### config.mk
export PLATFORM = sky130hd
export DESIGN_NAME = mult_seq_ctrl
export DESIGN_NICKNAME = d
export VERILOG_FILES = /design/src/rtl/mult_seq_ctrl_pkg.sv /design/src/rtl/array_multiplier_4b.sv /design/src/rtl/mult_seq_ctrl.sv
export SDC_FILE = /design/constraint.sdc
export NUM_CORES = 1
export LEC_CHECK = 0
export ABC_AREA = 1
export BUFFER_PORTS_ARGS = -buffer_cell sky130_fd_sc_hd__buf_2
export CAP_MARGIN = 20
export CORE_ASPECT_RATIO = 0.5
export CORE_UTILIZATION = 45
export DETAILED_ROUTE_END_ITERATION = 10
export GPL_TIMING_DRIVEN = 0
export PLACE_DENSITY = 0.73
export SLEW_MARGIN = 10
export SYNTH_ARGS = -nofsm -noshare
export SYNTH_HDL_FRONTEND = slang
export SYNTH_HIERARCHICAL = 1
export SYNTH_SLANG_ARGS = --single-unit
export TNS_END_PERCENT = 30
### constraint.sdc
create_clock -name clk -period 5.52 [get_ports clk]
set_input_delay 0.552 -clock clk [delete_from_list [all_inputs] [get_ports clk]]
set_output_delay 0.552 -clock clk [all_outputs]
set_load 0.005 [all_outputs]
### src/rtl/mult_seq_ctrl_pkg.sv
// mult_seq_ctrl_pkg: FSM encoding and nibble width shared by the sequential multiplier and its array
package mult_seq_ctrl_pkg;
  localparam int NIB_W = 4;
  typedef enum logic [1:0] {IDLE = 2'd0, CALC = 2'd1, DONE = 2'd2} state_t;
  function automatic int cnt_w(input int n);
    return (n > 1) ? $clog2(n) : 1;
  endfunction
endpackage

### src/rtl/array_multiplier_4b.sv
// array_multiplier_4b: combinational 4x4 unsigned array multiplier (shift-and-add rows)
module array_multiplier_4b
  import mult_seq_ctrl_pkg::*;
(
  input  logic [NIB_W-1:0]   a,
  input  logic [NIB_W-1:0]   b,
  input  logic               reset_L,
  output logic [2*NIB_W-1:0] p
);
  logic [2*NIB_W-1:0] sum;
  always_comb begin
    sum = '0;
    for (int k = 0; k < NIB_W; k++) sum = sum + (b[k] ? ((2*NIB_W)'(a) << k) : '0);
    p = reset_L ? sum : '0;
  end
endmodule

### src/rtl/mult_seq_ctrl.sv
// mult_seq_ctrl: builds an OP_W x OP_W unsigned multiply from one 4x4 array, one nibble pair per cycle,
// with valid/ready handshakes on operands and product.
module mult_seq_ctrl
  import mult_seq_ctrl_pkg::*;
#(
  parameter int N_NIB = 2,
  localparam int OP_W = NIB_W * N_NIB,
  localparam int PW = 2 * OP_W
) (
  input  logic            clk,
  input  logic            reset,
  input  logic            in_valid,
  output logic            in_ready,
  input  logic [OP_W-1:0] in_a,
  input  logic [OP_W-1:0] in_b,
  input  logic            abort,
  output logic            out_valid,
  input  logic            out_ready,
  output logic [PW-1:0]   out_p,
  output logic            busy
);
  localparam int IW = cnt_w(N_NIB);
  state_t state, state_nx;
  logic started, accept, last_i, last;
  logic [IW-1:0] i, j;
  logic [OP_W-1:0] a_reg, b_reg;
  logic [PW-1:0] acc, acc_nx;
  logic [2*NIB_W-1:0] pp8;
  array_multiplier_4b u_array (
    .a(a_reg[NIB_W*i +: NIB_W]),
    .b(b_reg[NIB_W*j +: NIB_W]),
    .reset_L(1'b1),
    .p(pp8)
  );
  // started keeps in_ready low until the first edge after reset release
  assign in_ready = started && state == IDLE;
  assign accept = in_valid && in_ready && !abort;
  assign last_i = 32'(i) == N_NIB - 1;
  assign last = last_i && 32'(j) == N_NIB - 1;
  assign acc_nx = acc + (PW'(pp8) << (NIB_W * (32'(i) + 32'(j))));
  assign out_valid = state == DONE;
  assign busy = state == CALC || state == DONE;
  always_comb begin
    state_nx = state;
    case (state)
      IDLE: state_nx = accept ? CALC : IDLE;
      CALC: state_nx = abort ? IDLE : (last ? DONE : CALC);
      DONE: state_nx = out_ready ? IDLE : DONE;
      default: state_nx = IDLE;
    endcase
  end
  always_ff @(posedge clk or posedge reset)
    if (reset) state <= IDLE;
    else state <= state_nx;
  always_ff @(posedge clk or posedge reset)
    if (reset) begin
      started <= 1'b0;
      a_reg <= '0;
      b_reg <= '0;
      acc <= '0;
      i <= '0;
      j <= '0;
      out_p <= '0;
    end else begin
      started <= 1'b1;
      if (accept) begin
        a_reg <= in_a;
        b_reg <= in_b;
        acc <= '0;
        i <= '0;
        j <= '0;
      end else if (state == CALC && !abort) begin
        acc <= acc_nx;
        i <= last_i ? '0 : i + IW'(1);
        j <= last_i ? j + IW'(1) : j;
        if (last) out_p <= acc_nx;
      end
    end
endmodule
==> impl_metrics.csv, run 1 <==
group,metric,value,unit
global_route,antenna_found_initial,0,
status,status,"finished clean",
timing,rsz0062_at_grt,"false",
final_layout,mostFrequentLayoutCells,"nand2_1, inv_1, dfrtp_1",
clocking,numCtsBuffers,5,
clocking,h-tree-depth,2,
floorplanning,fp.dieW,132,µm
logic_synthesis,synthDistinctLibCells,31,
clocking,cts_tree,"yes",
drt,via_per_inst,4.61,
logic_synthesis,syn_inst,557,
drt,vias,3332,
worst_setup_path,cp-start-kind,"register",
worst_setup_path,cp.arrival,5.10,ns
worst_setup_path,cp_max_fo,8,
floorplanning,dieArea,8870,µm²
floorplanning,ios,40,
floorplanning,initial_core_util,47.0,%
final_layout,nets,666,
floorplanning,core.rowCount,23,
logic_synthesis,yosysWarnings,6,
global_route,grt_pass1_vias,2986,
power_and_ir_drop,vdd_drop_max,0.156,mV
placement,finalWeightedCongestion,0.899,
drt,drtIter0Drc,178,
worst_setup_path,path_class,"register to register",
timing,finalHoldViolCount,0,
final_layout,reg.largest.list,"acc: 16 flops, out_p: 16 flops",
worst_setup_path,cp_slowest_cell,"fa_1",
power_and_ir_drop,power_density,357,nW/µm²
floorplanning,die_h,67.1,µm
placement,io_buffers,39,
worst_setup_path,crit_required,5.71,ns
global_route,overflow,0,
timing,clock-skew-final,0.0103,ns
drt,ant_nets,0,
worst_setup_path,path_common_cell,"nand2_1",
power_and_ir_drop,p_leak,2.69,nW
timing,min_period,4.92,ns
global_route,grt_max_degree,37,
worst_setup_path,end_kind,"register",
worst_setup_path,cp.buffers_inverters,6,
floorplanning,coreArea,8120,µm²
clocking,clock_latency,0.30,ns
clocking,cts_root_buffer,"clkbuf_16",
final_layout,final_common_cell,"nand2_1",
drt,first_pass_iters,4,
drt,wire_per_inst,11.4,µm
timing,drv_slew,0,
run,max-cap-violations,0,
logic_synthesis,ys_seq_area_share,34.8,%
logic_synthesis,ys_ff_latch,53,
clocking,cts_resized,0,
global_route,grtUsageTotal,19.5,%
logic_synthesis,synth_area_per_cell,6.84,µm²
logic_synthesis,synth.cell_area,3810,µm²
final_layout,finish.utilization,53.5,%
logic_synthesis,synth_top_cell_area_share,34.8,%
global_route,grt_pass1_wl,13600,µm
final_layout,diodes,0,
clocking,cts_buffer_depth,2,
timing,finalCritPeriodShare,89.0,%
clocking,ctsHoldBuffers,0,
final_layout,synthToLayoutAreaGrowth,13.9,%
clocking,post_cts_buffers,0,
drt,drc,0,
final_layout,drive_gt1_share,11.9,%
timing,fmax,0.203,GHz
clocking,clock-sinks,53,
worst_setup_path,slowest_delay,0.52,ns
timing,tns,0,ns
drt,routed_wl,8210,µm
worst_setup_path,cpLargestDelayFamily,"adder cells",
timing,setup_viol,0,
worst_hold_path,worstHoldPathType,"input pin to async pin",
logic_synthesis,yosysTopAreaCell,"dfrtp_1",
placement,dp_hpwl,6290,µm
logic_synthesis,synthTopCellsByArea,"dfrtp_1, nand2_1, ha_1",
clocking,clk_pin_slew,0.08,ns
[worst paths after layout]
| path | start | endpoint | slack, ns | depth (start not counted) |
|---|---|---|---|---|
| max | i | out_p[13] | 0.60 | 27 |
| min | reset | out_p[2] | 0.24 | 2 |
| max reg2reg | i | out_p[13] | 0.60 | 27 |
| min reg2reg | out_p[8] | out_p[8] | 0.47 | 2 |
| max in group asynchronous | reset | b_reg[7] | 4.74 | 3 |
| min in group clk | in_a[3] | a_reg[3] | 0.45 | 3 |
[cells in the mapped netlist]
master / count
nand2_1: 251
inv_1: 82
dfrtp_1: 53
nand3_1: 32
ha_1: 30
nor2_1: 25
o21ai_0: 16
a21oi_1: 14
fa_1: 5
or2_1: 5
buf_6: 4
inv_2: 4
nand3b_1: 4
nor3_1: 4
o21ai_2: 4
xor2_1: 3
buf_2: 2
buf_4: 2
clkbuf_1: 2
nand2_2: 2
nor2_4: 2
xnor2_1: 2
a21oi_2: 1
a21oi_4: 1
and2_4: 1
conb_1: 1
nand4_1: 1
o21ai_1: 1
o21bai_1: 1
o22ai_1: 1
or2_2: 1
[layer usage]
| layer | up-vias | global-route usage, % | part of all wire, % |
|---|---|---|---|
| li1 | 1803 | - | - |
| met1 | 1460 | 25.9 | 52 |
| met2 | 63 | 32.9 | 44 |
| met5 | - | 0 | 0 |
| met4 | 0 | 3.74 | 0.85 |
| met3 | 6 | 4.57 | 4.0 |
[power breakdown]
part	internal, mW	total (mW)	switching [mW]
clock network	0.172	0.328	0.156
logic	0.259	0.703	0.444
registers	0.469	0.520	0.0508
total	0.900	1.55	0.652
[through the flow]
stage | power [mW] | hold WS [ns] | area (µm²) | instances | setup WS (ns)
floorplan | 1.05 | 0.442 | 3830 | 563 | 1.21
global placement | 1.21 | 0.455 | 4170 | 714 | 0.698
detailed placement | 1.23 | 0.458 | 4190 | 715 | 0.631
CTS | 1.56 | 0.261 | 4340 | 723 | 0.610
global route | 1.70 | 0.275 | 4340 | 723 | 0.210
finish | 1.55 | 0.244 | 4340 | 723 | 0.605
[area by class of cell]
cell class | count | area (µm²)
multi-input combinational | 414 | 2110
clock buffer | 5 | 125
fill | 814 | 3770
tap | 112 | 140
timing repair buffer | 40 | 215
inverter | 86 | 323
sequential | 53 | 1330
clock inverter | 3 | 26.3
buffer | 10 | 77.6
[logic make-up (layout without fill, tap and decap cells)]
| logic type | count (synthesis) | in the layout | share of synthesized area (%) |
|---|---|---|---|
| AND/OR/NAND/NOR | 328 | 328 | 35.0 |
| buffers and inverters | 96 | 144 | 10.5 |
| flip-flops | 53 | 53 | 34.8 |
| AO/OA/AOI/OAI | 39 | 39 | 6.01 |
| adder cells (fa/ha/maj) | 35 | 35 | 12.5 |
| XOR/XNOR | 5 | 5 | 1.15 |
| other | 1 | 7 | 0.0984 |
Power figures use the tool's default switching activity.
==> run 2, diff against run 1 <==
--- a/config.mk
+++ b/config.mk
@@ -6,14 +6,14 @@
 export NUM_CORES = 1
 export LEC_CHECK = 0
 export ABC_AREA = 1
-export BUFFER_PORTS_ARGS = -buffer_cell sky130_fd_sc_hd__buf_2
 export CAP_MARGIN = 20
 export CORE_ASPECT_RATIO = 0.5
 export CORE_UTILIZATION = 45
 export DETAILED_ROUTE_END_ITERATION = 10
+export DONT_BUFFER_PORTS = 1
 export GPL_TIMING_DRIVEN = 0
-export PLACE_DENSITY = 0.73
-export SLEW_MARGIN = 10
+export PLACE_DENSITY = 0.69
+export SLEW_MARGIN = 20
 export SYNTH_ARGS = -nofsm -noshare
 export SYNTH_HDL_FRONTEND = slang
 export SYNTH_HIERARCHICAL = 1
==> impl_metrics.csv, run 2 (same netlist as run 1, synthesis figures left out) <==
group,metric,value,unit
final_layout,drive_gt1_share,5.78,%
worst_setup_path,cp-start-kind,"register",
floorplanning,fp.dieW,132,µm
drt,wire_per_inst,11.4,µm
final_layout,reg.largest.list,"acc: 16 flops, out_p: 16 flops",
floorplanning,core.rowCount,23,
final_layout,nets,626,
timing,hold_ws,0.222,ns
timing,drv_slew,0,
worst_setup_path,cp.depth,27,
global_route,grtUsageTotal,19.5,%
clocking,ctsHoldBuffers,0,
placement,dpl-instance-area,3980,µm²
global_route,grt_pass1_wl,13400,µm
timing,finalCritPeriodShare,88.3,%
drt,first_pass_iters,4,
final_layout,final_common_cell,"nand2_1",
global_route,antenna_found_initial,0,
global_route,grt_max_degree,54,
worst_setup_path,rr_startpoint,"i",
worst_setup_path,end_kind,"register",
worst_setup_path,cp.buffers_inverters,6,
run,max-cap-violations,0,
worst_setup_path,path_common_cell,"nand2_1",
worst_setup_path,cpLargestDelayFamily,"adder cells",
final_layout,mostFrequentLayoutCells,"nand2_1, inv_1, dfrtp_1",
timing,tns,0,ns
worst_setup_path,cp_max_fo,8,
status,status,"finished clean",
floorplanning,coreArea,8120,µm²
drt,routed_wl,7790,µm
clocking,cts_buffer_depth,2,
timing,rsz0062_at_grt,"false",
final_layout,synthToLayoutAreaGrowth,8.07,%
placement,io_buffers,0,
power_and_ir_drop,p_leak,2.49,nW
timing,slew_headroom,56.9,%
clocking,post_cts_buffers,0,
clocking,cts_tree,"yes",
floorplanning,initial_core_util,47.0,%
clocking,cts_resized,0,
worst_setup_path,cp.arrival,5.07,ns
worst_hold_path,worstHoldPathType,"input pin to async pin",
worst_setup_path,slowest_delay,0.52,ns
timing,worst_slew_pin_slew,0.647,ns
drt,vias,3181,
timing,finalHoldViolCount,0,
worst_setup_path,path_class,"register to register",
worst_setup_path,reg2regPathDepth,27,
global_route,overflow,0,
clocking,clock-sinks,53,
floorplanning,die_h,67.1,µm
floorplanning,dieArea,8870,µm²
power_and_ir_drop,vdd_drop_max,0.198,mV
floorplanning,ios,40,
clocking,clk_pin_slew,0.07,ns
final_layout,diodes,0,
worst_setup_path,r2r-end,"out_p[13]",
worst_setup_path,cp_slowest_cell,"fa_1",
timing,clock-skew-final,0.00415,ns
drt,drtIter0Drc,164,
timing,min_period,4.88,ns
drt,ant_nets,0,
clocking,h-tree-depth,2,
drt,drc,0,
placement,dp_hpwl,6130,µm
clocking,numCtsBuffers,5,
power_and_ir_drop,power_density,366,nW/µm²
final_layout,fin_area,4120,µm²
clocking,cts_root_buffer,"clkbuf_16",
worst_setup_path,reg2reg_slack,0.64,ns
global_route,grt_pass1_vias,2934,
drt,via_per_inst,4.66,
worst_setup_path,crit_required,5.71,ns
timing,setup_viol,0,
clocking,clock_latency,0.30,ns
placement,finalWeightedCongestion,0.909,
timing,fmax,0.205,GHz
run 2: worst max path at each step:
| stage | start | to | slack [ns] |
|---|---|---|---|
| finish | i | out_p[13] | 0.64 |
| global route | i | acc[14] | 0.16 |
| CTS | i | out_p[13] | 0.62 |
| detailed placement | i | out_p[13] | 0.65 |
| global placement | i | out_p[13] | 0.72 |
| floorplan | i | acc[13] | 1.21 |
run 2: per-stage QoR:
| stage | total power, mW | setup WS, ns | utilization (%) | cells |
|---|---|---|---|---|
| final | 1.51 | 0.644 | 50.8 | 683 |
| after global routing | 1.65 | 0.160 | 50.8 | 683 |
| after CTS | 1.52 | 0.624 | 50.8 | 683 |
| after detailed placement | 1.20 | 0.653 | 49.0 | 675 |
| after global placement | 1.19 | 0.720 | 49.0 | 675 |
| after floorplan | 1.05 | 1.21 | - | 563 |
run 2: layout make-up:
class | count | area [µm²]
multi-input combinational | 414 | 2110
clock inverter | 3 | 17.5
buffer | 10 | 77.6
inverter | 86 | 325
sequential | 53 | 1330
fill | 838 | 4000
clock buffer | 5 | 125
tap | 112 | 140
run 2: power by group:
| group | switching (mW) | internal [mW] |
|---|---|---|
| logic | 0.427 | 0.240 |
| clock network | 0.146 | 0.167 |
| registers | 0.0573 | 0.470 |
| total | 0.630 | 0.876 |
run 2: layer usage:
metal | routed length, µm | global-route usage [%] | share of wire, %
met5 | 0 | 0 | 0
met4 | 87 | 6.03 | 1.1
met3 | 360 | 4.26 | 4.6
met2 | 3270 | 31.6 | 42
met1 | 4070 | 26.3 | 52
